### src/rtl/bin_to_bcd_seq.sv
// Sequential 16-bit binary to 4-digit packed BCD converter.
// Shift-and-add-3, one bit per clock, saturates above 9999.
module bin_to_bcd_seq (
  input  logic        clk50MHz,
  input  logic        rst,
  input  logic        start,
  input  logic [15:0] bin,
  output logic        busy,
  output logic        done,
  output logic [15:0] bcd,
  output logic        overflow
);

  typedef enum logic {
    IDLE,
    SHIFT
  } state_t;

  state_t      state_q, state_d;
  logic [15:0] sr_q, sr_d;
  logic [19:0] acc_q, acc_d;
  logic [3:0]  cnt_q, cnt_d;
  logic        busy_q, busy_d;
  logic        done_q, done_d;
  logic [15:0] bcd_q, bcd_d;
  logic        ovf_q, ovf_d;

  logic [19:0] adj;
  logic [19:0] acc_sh;

  // Digit-local add-3 on every scratch digit that is 5 or more.
  always_comb begin
    adj = acc_q;
    for (int i = 0; i < 5; i++) begin
      if (acc_q[4*i +: 4] >= 4'd5)
        adj[4*i +: 4] = acc_q[4*i +: 4] + 4'd3;
    end
  end

  // Scratch after this cycle's shift; MSB of sr enters at bit 0.
  assign acc_sh = {adj[18:0], sr_q[15]};

  // Next-state and datapath update for the IDLE/SHIFT machine.
  always_comb begin
    state_d = state_q;
    sr_d    = sr_q;
    acc_d   = acc_q;
    cnt_d   = cnt_q;
    busy_d  = busy_q;
    done_d  = 1'b0;
    bcd_d   = bcd_q;
    ovf_d   = ovf_q;
    unique case (state_q)
      IDLE: begin
        if (start) begin
          sr_d    = bin;
          acc_d   = '0;
          cnt_d   = '0;
          busy_d  = 1'b1;
          state_d = SHIFT;
        end
      end
      SHIFT: begin
        acc_d = acc_sh;
        sr_d  = {sr_q[14:0], 1'b0};
        cnt_d = cnt_q + 4'd1;
        if (cnt_q == 4'd15) begin
          done_d  = 1'b1;
          busy_d  = 1'b0;
          state_d = IDLE;
          if (acc_sh[19:16] != 4'd0) begin
            bcd_d = 16'h9999;
            ovf_d = 1'b1;
          end else begin
            bcd_d = acc_sh[15:0];
            ovf_d = 1'b0;
          end
        end
      end
    endcase
  end

  // State registers with synchronous reset that aborts any conversion.
  always_ff @(posedge clk50MHz) begin
    if (rst) begin
      state_q <= IDLE;
      sr_q    <= '0;
      acc_q   <= '0;
      cnt_q   <= '0;
      busy_q  <= 1'b0;
      done_q  <= 1'b0;
      bcd_q   <= '0;
      ovf_q   <= 1'b0;
    end else begin
      state_q <= state_d;
      sr_q    <= sr_d;
      acc_q   <= acc_d;
      cnt_q   <= cnt_d;
      busy_q  <= busy_d;
      done_q  <= done_d;
      bcd_q   <= bcd_d;
      ovf_q   <= ovf_d;
    end
  end

  assign busy     = busy_q;
  assign done     = done_q;
  assign bcd      = bcd_q;
  assign overflow = ovf_q;

endmodule

### config.mk
export PLATFORM = sky130hd
export DESIGN_NAME = bin_to_bcd_seq
export DESIGN_NICKNAME = d
export VERILOG_FILES = /design/src/rtl/bin_to_bcd_seq.sv
export SDC_FILE = /design/constraint.sdc
export NUM_CORES = 1
export LEC_CHECK = 0
export ABC_AREA = 0
export BUFFER_PORTS_ARGS = -buffer_cell sky130_fd_sc_hd__buf_2
export CAP_MARGIN = 20
export CORE_MARGIN = 2
export CORE_UTILIZATION = 52
export CTS_CLUSTER_DIAMETER = 80
export DETAILED_ROUTE_END_ITERATION = 10
export PLACE_DENSITY_LB_ADDON = 0.25
export SYNTH_ARGS = -nofsm -noshare
export SYNTH_HDL_FRONTEND = slang
export SYNTH_SLANG_ARGS = --single-unit
### constraint.sdc
create_clock -name clk50MHz -period 1.8 [get_ports clk50MHz]
set_clock_uncertainty 0.1 [all_clocks]
set_input_delay 0.18 -clock clk50MHz [delete_from_list [all_inputs] [get_ports clk50MHz]]
set_output_delay 0.18 -clock clk50MHz [all_outputs]
set_load 0.05 [all_outputs]
==> metrics.md, run 1 <==
| Metric | Value |
|---|---|
| Pwr dens | `780.3 nW/um^2` |
| Routed wire length | `7033 um` |
| Number of flops mapped to enable cells by yosys | `0` |
| Failing checks | `negative setup slack` |
| Filler instances | `~470` |
| Hold_sp | `bin[0]` |
| Post-Synthesis Cells | `between 300 and 400` |
| Die Area | `6290 sq um` |
| Logic gate share of total power | `7.3%` |
| Core area | `5507 sq um` |
| Worst path bufs/invs | `1` |
| Int Pwr | `2.184 mW` |
| Max incr delay on CP | `0.57 ns` |
| Crit-path leading delay family | `compound AO/OA/AOI/OAI gates` |
| CTS buffer count | `9` |
| Async set-reset flop share out of synthesis | `0%` |
| Min-Delay Endpoint | `sr_q[0]$_SDFFE_PP0P_` |
| Clk sinks | `60` |
| Crit-path max FO | `8` |
| Global-route wire length before repair | `11810 um` |
| Synth warn | `0` |
| Drt via density | `5.645` |
| Most common cell after layout, fill and taps aside | `dfxtp_1` |
| Storage element area | `1206 sq um` |
| Setup TNS | `-3.151 ns` |
| Share of total power in sequential cells | `48.3%` |
| Synthesized flop and latch total | `60` |
| Area Growth Syn to Fin | `23.55%` |
| Worst Setup End Kind | `flip-flop` |
| R2R depth | `6` |
| Max Fclk | `491.8 MHz` |
| Required time of the critical path | `between 1.5 and 2 ns` |
| Worst min path class | `primary input to flip-flop` |
| GRT Overall Usage | `23.98%` |
| Vias | `2755` |
| Worst path slowest cell | `a2111o_1` |
| Clk pwr share | `approximately 44%` |
| Footprint of the multi-input gates | `1674 sq um` |
| Period minus WS final | `2.033 ns` |
| Peak supply drop | `0.4851 mV` |
| R2R setup slack | `-0.23 ns` |
| Nets | `between 400 and 500` |
| Setup ws final | `-0.2335 ns` |
| RSZ-0062 raised after global routing | `true` |
| Post-Place Worst Slack | `-0.2205 ns` |
| Ant. Diodes | `0` |
| DIE HEIGHT | `79.31 um` |
| Sequential-to-total area share from yosys stat | `40.73%` |
| Post-synth net total | `390` |
| Final Hold Viols | `0` |
| Worst slew pin tran | `0.6256 ns` |
| Worst-Skew Late Latency | `0.35 ns` |
| Hold path depth | `3` |
| Clk pin slew, worst setup/hold paths | `approximately 0.070 ns` |
| Max clock buf depth | `2` |
| Pin count of the biggest net entering global routing | `a little under 70` |
| DRC Markers | `0` |
| Overflow after GRT | `0` |
| DPL Wire Length | `approximately 4500 um` |
| Fin crit share | `113.0%` |
| Root buffer cell | `clkbuf_8` |
| CP startpoint kind | `flip-flop` |
| Setup Viol. Count Final | `16` |
| Most used cell, CP | `a2111o_1` |
| Max Cap Viol | `0` |
| Switching Fraction | `approximately 23%` |
| CTS tree | `built` |
| ANT nets after route | `0` |
| Post-synth cell types | `37` |
| Max-slew violations | `0` |
| Slew HR | `about three fifths` |
| Most frequent cells in the layout | `56 x dfxtp_1, 52 x nor2_1, 42 x a21oi_1` |
| Ports | `38` |
| Vias in the first global route | `2535` |
| Dominant synthesized flop cell | `dfxtp_1` |
| Die Width | `79.31 um` |
| Port Buffer Count | `37` |
| Leakage | `approximately 1.5 nW` |
| Average size of a mapped cell | `8.192 sq um` |
| Effective utilization at floorplan | `53.56%` |
| Std cell rows | `27` |
| Crit-path cells | `inv_4 -> ha_4 -> nand2b_4 -> a2111o_1 -> a2111o_1 -> o21ai_1` |
| Detailed Routing Iterations Pass 1 | `4` |
| Placer Congestion | `about 0.9` |
| Worst Path Arrival | `2.20 ns` |
| Iter 0 DRT Violations | `209` |
| Initial antenna violation count | `0` |
| Post-Syn Area | `2949 sq um` |
| Reg2Reg Launch Point | `acc_q[17]$_SDFFE_PP0P_` |
| Design area | `3643 sq um` |
| CP Class | `flip-flop to flip-flop` |
| H-tree depth | `3` |
| P_sw | `0.6592 mW` |
| R2r endpoint | `bcd[1]$_SDFFE_PP0P_` |
| Outcome | `complete, but fails checks` |
| Cell Area, Placed | `3387 sq um` |
| WL per Instance | `14.41 um` |
| Fraction of layout cells with a size suffix above 1 | `23.32%` |
power groups by stage:
stage | logic [mW] | clock network (mW) | registers (mW)
after floorplan | 0.135 | 0 | 1.40
after global placement | 0.201 | 0 | 1.40
after detailed placement | 0.205 | 0 | 1.40
after CTS | 0.207 | 1.28 | 1.37
after global routing | 0.234 | 1.33 | 1.38
final | 0.206 | 1.26 | 1.37
worst max path at each step:
stage / from / to / slack [ns] / cells past startpoint
2_1_floorplan: acc_q[17]$_SDFFE_PP0P_ / bcd[10]$_SDFFE_PP0P_ / -0.07 / 6
3_3_place_gp: acc_q[17]$_SDFFE_PP0P_ / bcd[1]$_SDFFE_PP0P_ / -0.17 / 6
3_5_place_dp: acc_q[17]$_SDFFE_PP0P_ / bcd[1]$_SDFFE_PP0P_ / -0.22 / 6
4_1_cts: acc_q[17]$_SDFFE_PP0P_ / bcd[1]$_SDFFE_PP0P_ / -0.18 / 6
5_1_grt: acc_q[17]$_SDFFE_PP0P_ / bcd[2]$_SDFFE_PP0P_ / -0.30 / 6
6_report: acc_q[17]$_SDFFE_PP0P_ / bcd[1]$_SDFFE_PP0P_ / -0.23 / 6
area by class of cell:
class	count	area share, %
inverters	17	1.820
flip-flops and latches	60	33.10
clock buffers	14	4.739
repair buffers	64	11.09
clock inverters	1	0.8242
multi-input cells	260	45.95
well taps	72	2.473
logic make-up after synthesis:
kind of cell             count (synthesis)  share of synthesized area (%)
flip-flops                              60                          40.73
AND/OR/NAND/NOR                        122                          20.32
XOR/XNOR                                 1                         0.2970
multiplexers                            18                          6.152
buffers and inverters                   40                          5.176
AO/OA/AOI/OAI                          108                          22.66
adder cells (fa/ha/maj)                 11                          4.667
flip-flops by register name (all words and copies together) (netlist names):
signal,flops
done,1
sr_q,16
cnt_q,4
acc_q,20
overflow,1
bcd,16
state_q,1
busy,1
worst min-delay path: cells and delay by family:
kind,cells,cell delay (ns)
simple gates,1,0.12
mux,1,0.06
buf+inv,1,0.09
timing repair:
item,4_1_cts,5_1_grt
resized for setup,2,9
hold buffers,0,0
pin swaps,7,6
setup endpoints to repair,16,22
setup buffers,1,0
cells in the mapped netlist, types with 2 or more instances:
library cell	n	area, sq um
a31oi_1	9	56.30
a211oi_1	3	22.52
a211o_1	8	70.07
clkbuf_1	21	78.83
a311oi_1	6	52.55
nor3_1	13	65.06
nor2b_1	2	12.51
and2_1	7	43.79
ha_1	11	137.6
nand2b_1	6	37.54
nor3b_1	11	82.58
nor2_1	52	195.2
nand3_1	5	25.02
a21oi_1	42	210.2
buf_2	2	10.01
inv_1	17	63.81
o21ai_0	25	125.1
nand2_1	14	52.55
a2111o_1	3	33.78
dfxtp_1	60	1201
o21bai_1	2	15.01
nand3b_1	4	30.03
o211ai_1	4	30.03
or3_1	4	25.02
mux2i_1	17	170.2
per-stage QoR:
step,std cells,hold WS [ns],util (%),power (mW)
after floorplan,360,0.2753,-,1.539
after global placement,472,0.3354,61.51,1.603
after detailed placement,472,0.3406,61.51,1.608
after CTS,488,0.05941,65.51,2.858
after global routing,488,0.08530,66.17,2.945
final,488,0.06135,66.17,2.843
metal layers:
layer | vias up | GRT usage [%] | part of all wire (%)
li1 | 1391 | - | -
met1 | 1294 | 31.18 | 45
met2 | 58 | 38.31 | 49
met3 | 12 | 5.341 | 4.2
met4 | 0 | 10.17 | 1.6
met5 | - | 0 | 0
(Power assumes the default switching activity.)
==> inputs of run 2 (changes only) <==
--- a/config.mk
+++ b/config.mk
@@ -14,4 +14,5 @@
 export DETAILED_ROUTE_END_ITERATION = 10
 export PLACE_DENSITY_LB_ADDON = 0.25
+export RECOVER_POWER = 25
 export SYNTH_ARGS = -nofsm -noshare
 export SYNTH_HDL_FRONTEND = slang
==> constraint.sdc (replaced) <==
create_clock -name clk50MHz -period 1.8 [get_ports clk50MHz]
set_clock_uncertainty 0.1 [all_clocks]
set_input_delay 0.09 -clock clk50MHz [delete_from_list [all_inputs] [get_ports clk50MHz]]
set_output_delay 0.09 -clock clk50MHz [all_outputs]
set_load 0.05 [all_outputs]
==> run 2 against run 1 <==
  * The flow still finishes with violations (negative setup slack)
  * Worst setup slack better by 0.094 ns
  * Via count is 0.83% lower
  * Global-route usage hardly changed
  * Cell area shrank 0.65%
  * Critical endpoint is now bcd[3]$_SDFFE_PP0P_
==> metrics.md, run 2 (synthesized netlist as in run 1, its figures left out) <==
| Metric | Value |
|---|---|
| Layout Cells excl Fill | `491 (+0.61%)` |
| Nets | `445 (+0.68%)` |
| Post-Place Worst Slack | `-0.2064 ns (+0.01408 ns)` |
| Vias | `2732 (-0.83%)` |
| Pin count of the biggest net entering global routing | `69 (unchanged)` |
| Crit-path cells | `inv_4 -> ha_4 -> nand2b_4 -> a2111o_1 -> buf_4 -> a211oi_4 -> buf_6 -> a311oi_1` |
| GR Util met2 | `38.14% (-0.17 points)` |
| Area Growth Syn to Fin | `22.74%` |
| GRT Overall Usage | `23.93% (-0.048 points)` |
| Max clock buf depth | `2 (unchanged)` |
| Worst path slowest cell | `a2111o_1` |
| Filler instances | `487 (+4.5%)` |
| Port Buffer Count | `37 (unchanged)` |
| Met1 usage | `30.97% (-0.21 points)` |
| DRC Markers | `0 (unchanged)` |
| Slew HR | `59.58% (+1.4 points)` |
| Vias in the first global route | `2506 (-1.1%)` |
| Ant. Diodes | `0 (unchanged)` |
| Peak supply drop | `0.5937 mV (+22%)` |
| Most common cell after layout, fill and taps aside | `dfxtp_1` |
| Cell Area, Placed | `3395 sq um (+0.22%)` |
| Worst Setup End Kind | `flip-flop` |
| Hold slack | `0.001205 ns (-0.06015 ns)` |
| Overflow after GRT | `0 (unchanged)` |
| Ports | `38 (unchanged)` |
| Iter 0 DRT Violations | `242 (+16%)` |
| CP Class | `flip-flop to flip-flop` |
| Routed wire length | `7051 um (+0.26%)` |
| Worst slew pin tran | `0.6090 ns (-0.01665 ns)` |
| Clk pin slew, worst setup/hold paths | `0.06 ns (about the same)` |
| Setup TNS | `-1.935 ns (+1.216 ns)` |
| Most flops, register | `acc_q` |
| H-tree depth | `3 (unchanged)` |
| Initial antenna violation count | `0 (unchanged)` |
| Fin crit share | `107.8% (-5.2 points)` |
| Pwr dens | `739.6 nW/um^2 (-5.2%)` |
| Placer Congestion | `0.8234 (-6.0%)` |
| Detailed Routing Iterations Pass 1 | `5 (+1)` |
| Storage element area | `1204 sq um (-0.21%)` |
| CP startpoint kind | `flip-flop` |
| Die Area | `6290 sq um (unchanged)` |
| Max-slew violations | `0 (unchanged)` |
| Max incr delay on CP | `0.40 ns (-0.17 ns)` |
| Worst path bufs/invs | `3 (+2)` |
| Max Cap Viol | `0 (unchanged)` |
| Core area | `5507 sq um (unchanged)` |
| Outcome | `complete, but fails checks` |
| Die Width | `79.31 um (unchanged)` |
| Placed Cells | `473 (+0.21%)` |
| Leakage | `1.441 nW (-3.8%)` |
| ANT nets after route | `0 (unchanged)` |
| Max reg flops | `20 (unchanged)` |
| Worst Path Arrival | `2.05 ns (-0.15 ns)` |
| Fraction of layout cells with a size suffix above 1 | `19.33% (-4.0 points)` |
| Footprint of the multi-input gates | `1678 sq um (+0.22%)` |
| Worst-Skew Late Latency | `0.36 ns (about the same)` |
| Final Hold Viols | `0 (unchanged)` |
| Crit-path max FO | `8 (unchanged)` |
| Crit-path leading delay family | `compound AO/OA/AOI/OAI gates` |
| RSZ-0062 raised after global routing | `true` |
| DPL Wire Length | `4705 um (+3.7%)` |
| Design area | `3620 sq um (-0.65%)` |
| Tot Pwr | `2.677 mW (-5.8%)` |
| Root buffer cell | `clkbuf_8` |
| Most frequent cells in the layout | `58 x dfxtp_1, 51 x nor2_1, 42 x a21oi_1` |
| Drt via density | `5.564 (-1.4%)` |
| CTS buffer count | `9 (unchanged)` |
| Setup ws final | `-0.1395 ns (+0.09396 ns)` |
| Max Fclk | `515.6 MHz (+4.8%)` |
| DIE HEIGHT | `79.31 um (unchanged)` |
| Setup Viol. Count Final | `16 (unchanged)` |
| Period minus WS final | `1.940 ns (-0.09396 ns)` |
| GR Util met3 | `5.227% (-0.11 points)` |
| Std cell rows | `27 (unchanged)` |
| Required time of the critical path | `1.91 ns (-0.06 ns)` |
| Clk sinks | `60 (unchanged)` |
| Top Usage Layer GRT | `met2` |
| WL per Instance | `14.36 um (-0.36%)` |
| Worst min path class | `primary input to flip-flop` |
| Effective utilization at floorplan | `53.56% (unchanged)` |
| Failing checks | `negative setup slack` |
| Core Util, Final | `65.74% (-0.43 points)` |
| Global-route wire length before repair | `11630 um (-1.5%)` |
| CTS tree | `built` |
[run 2: area by class of cell]
cell class,count,area share (%)
multi-input combinational,260,46.35
clock buffer,13,4.390
clock inverter,2,0.2765
inverter,17,1.832
sequential,60,33.25
timing repair buffer,67,11.41
tap,72,2.489
[run 2: report_power, final]
group	switching (mW)	total [mW]	internal, mW
sequential	0.0180	1.37	1.36
clock	0.531	1.09	0.563
combinational	0.125	0.209	0.0839
[run 2: repair_timing]
item,in CTS,in global routing
hold buffers,2,0
endpoints found under the hold margin,2,0
setup endpoints to repair,16,19
resized for setup,6,3
pin swaps,5,3
buffers inserted,1,0
[run 2: tightest hold or removal path: stages]
cell     delay, ns
buf_2         0.08
mux2i_1       0.06
nor2_1        0.08
a21oi_1       0.04
nor2_1        0.07
[run 2: per-layer routing]
| layer | share of wire [%] | wire length, um | vias up |
|---|---|---|---|
| met4 | 1.7 | 119 | 0 |
| li1 | - | - | 1388 |
| met3 | 5.3 | 374 | 13 |
| met1 | 45 | 3195 | 1273 |
| met5 | 0 | 0 | - |
| met2 | 48 | 3362 | 58 |
[run 2: path summary, 6_finish.rpt]
kind,from,to,slack [ns],cells past startpoint
hold reg to reg,bcd[9]$_SDFFE_PP0P_,bcd[9]$_SDFFE_PP0P_,0.35,2
setup reg to reg,acc_q[17]$_SDFFE_PP0P_,bcd[3]$_SDFFE_PP0P_,-0.14,8
hold / removal,bin[10],sr_q[10]$_SDFFE_PP0P_,0.001,5
setup / recovery,acc_q[17]$_SDFFE_PP0P_,bcd[3]$_SDFFE_PP0P_,-0.14,8
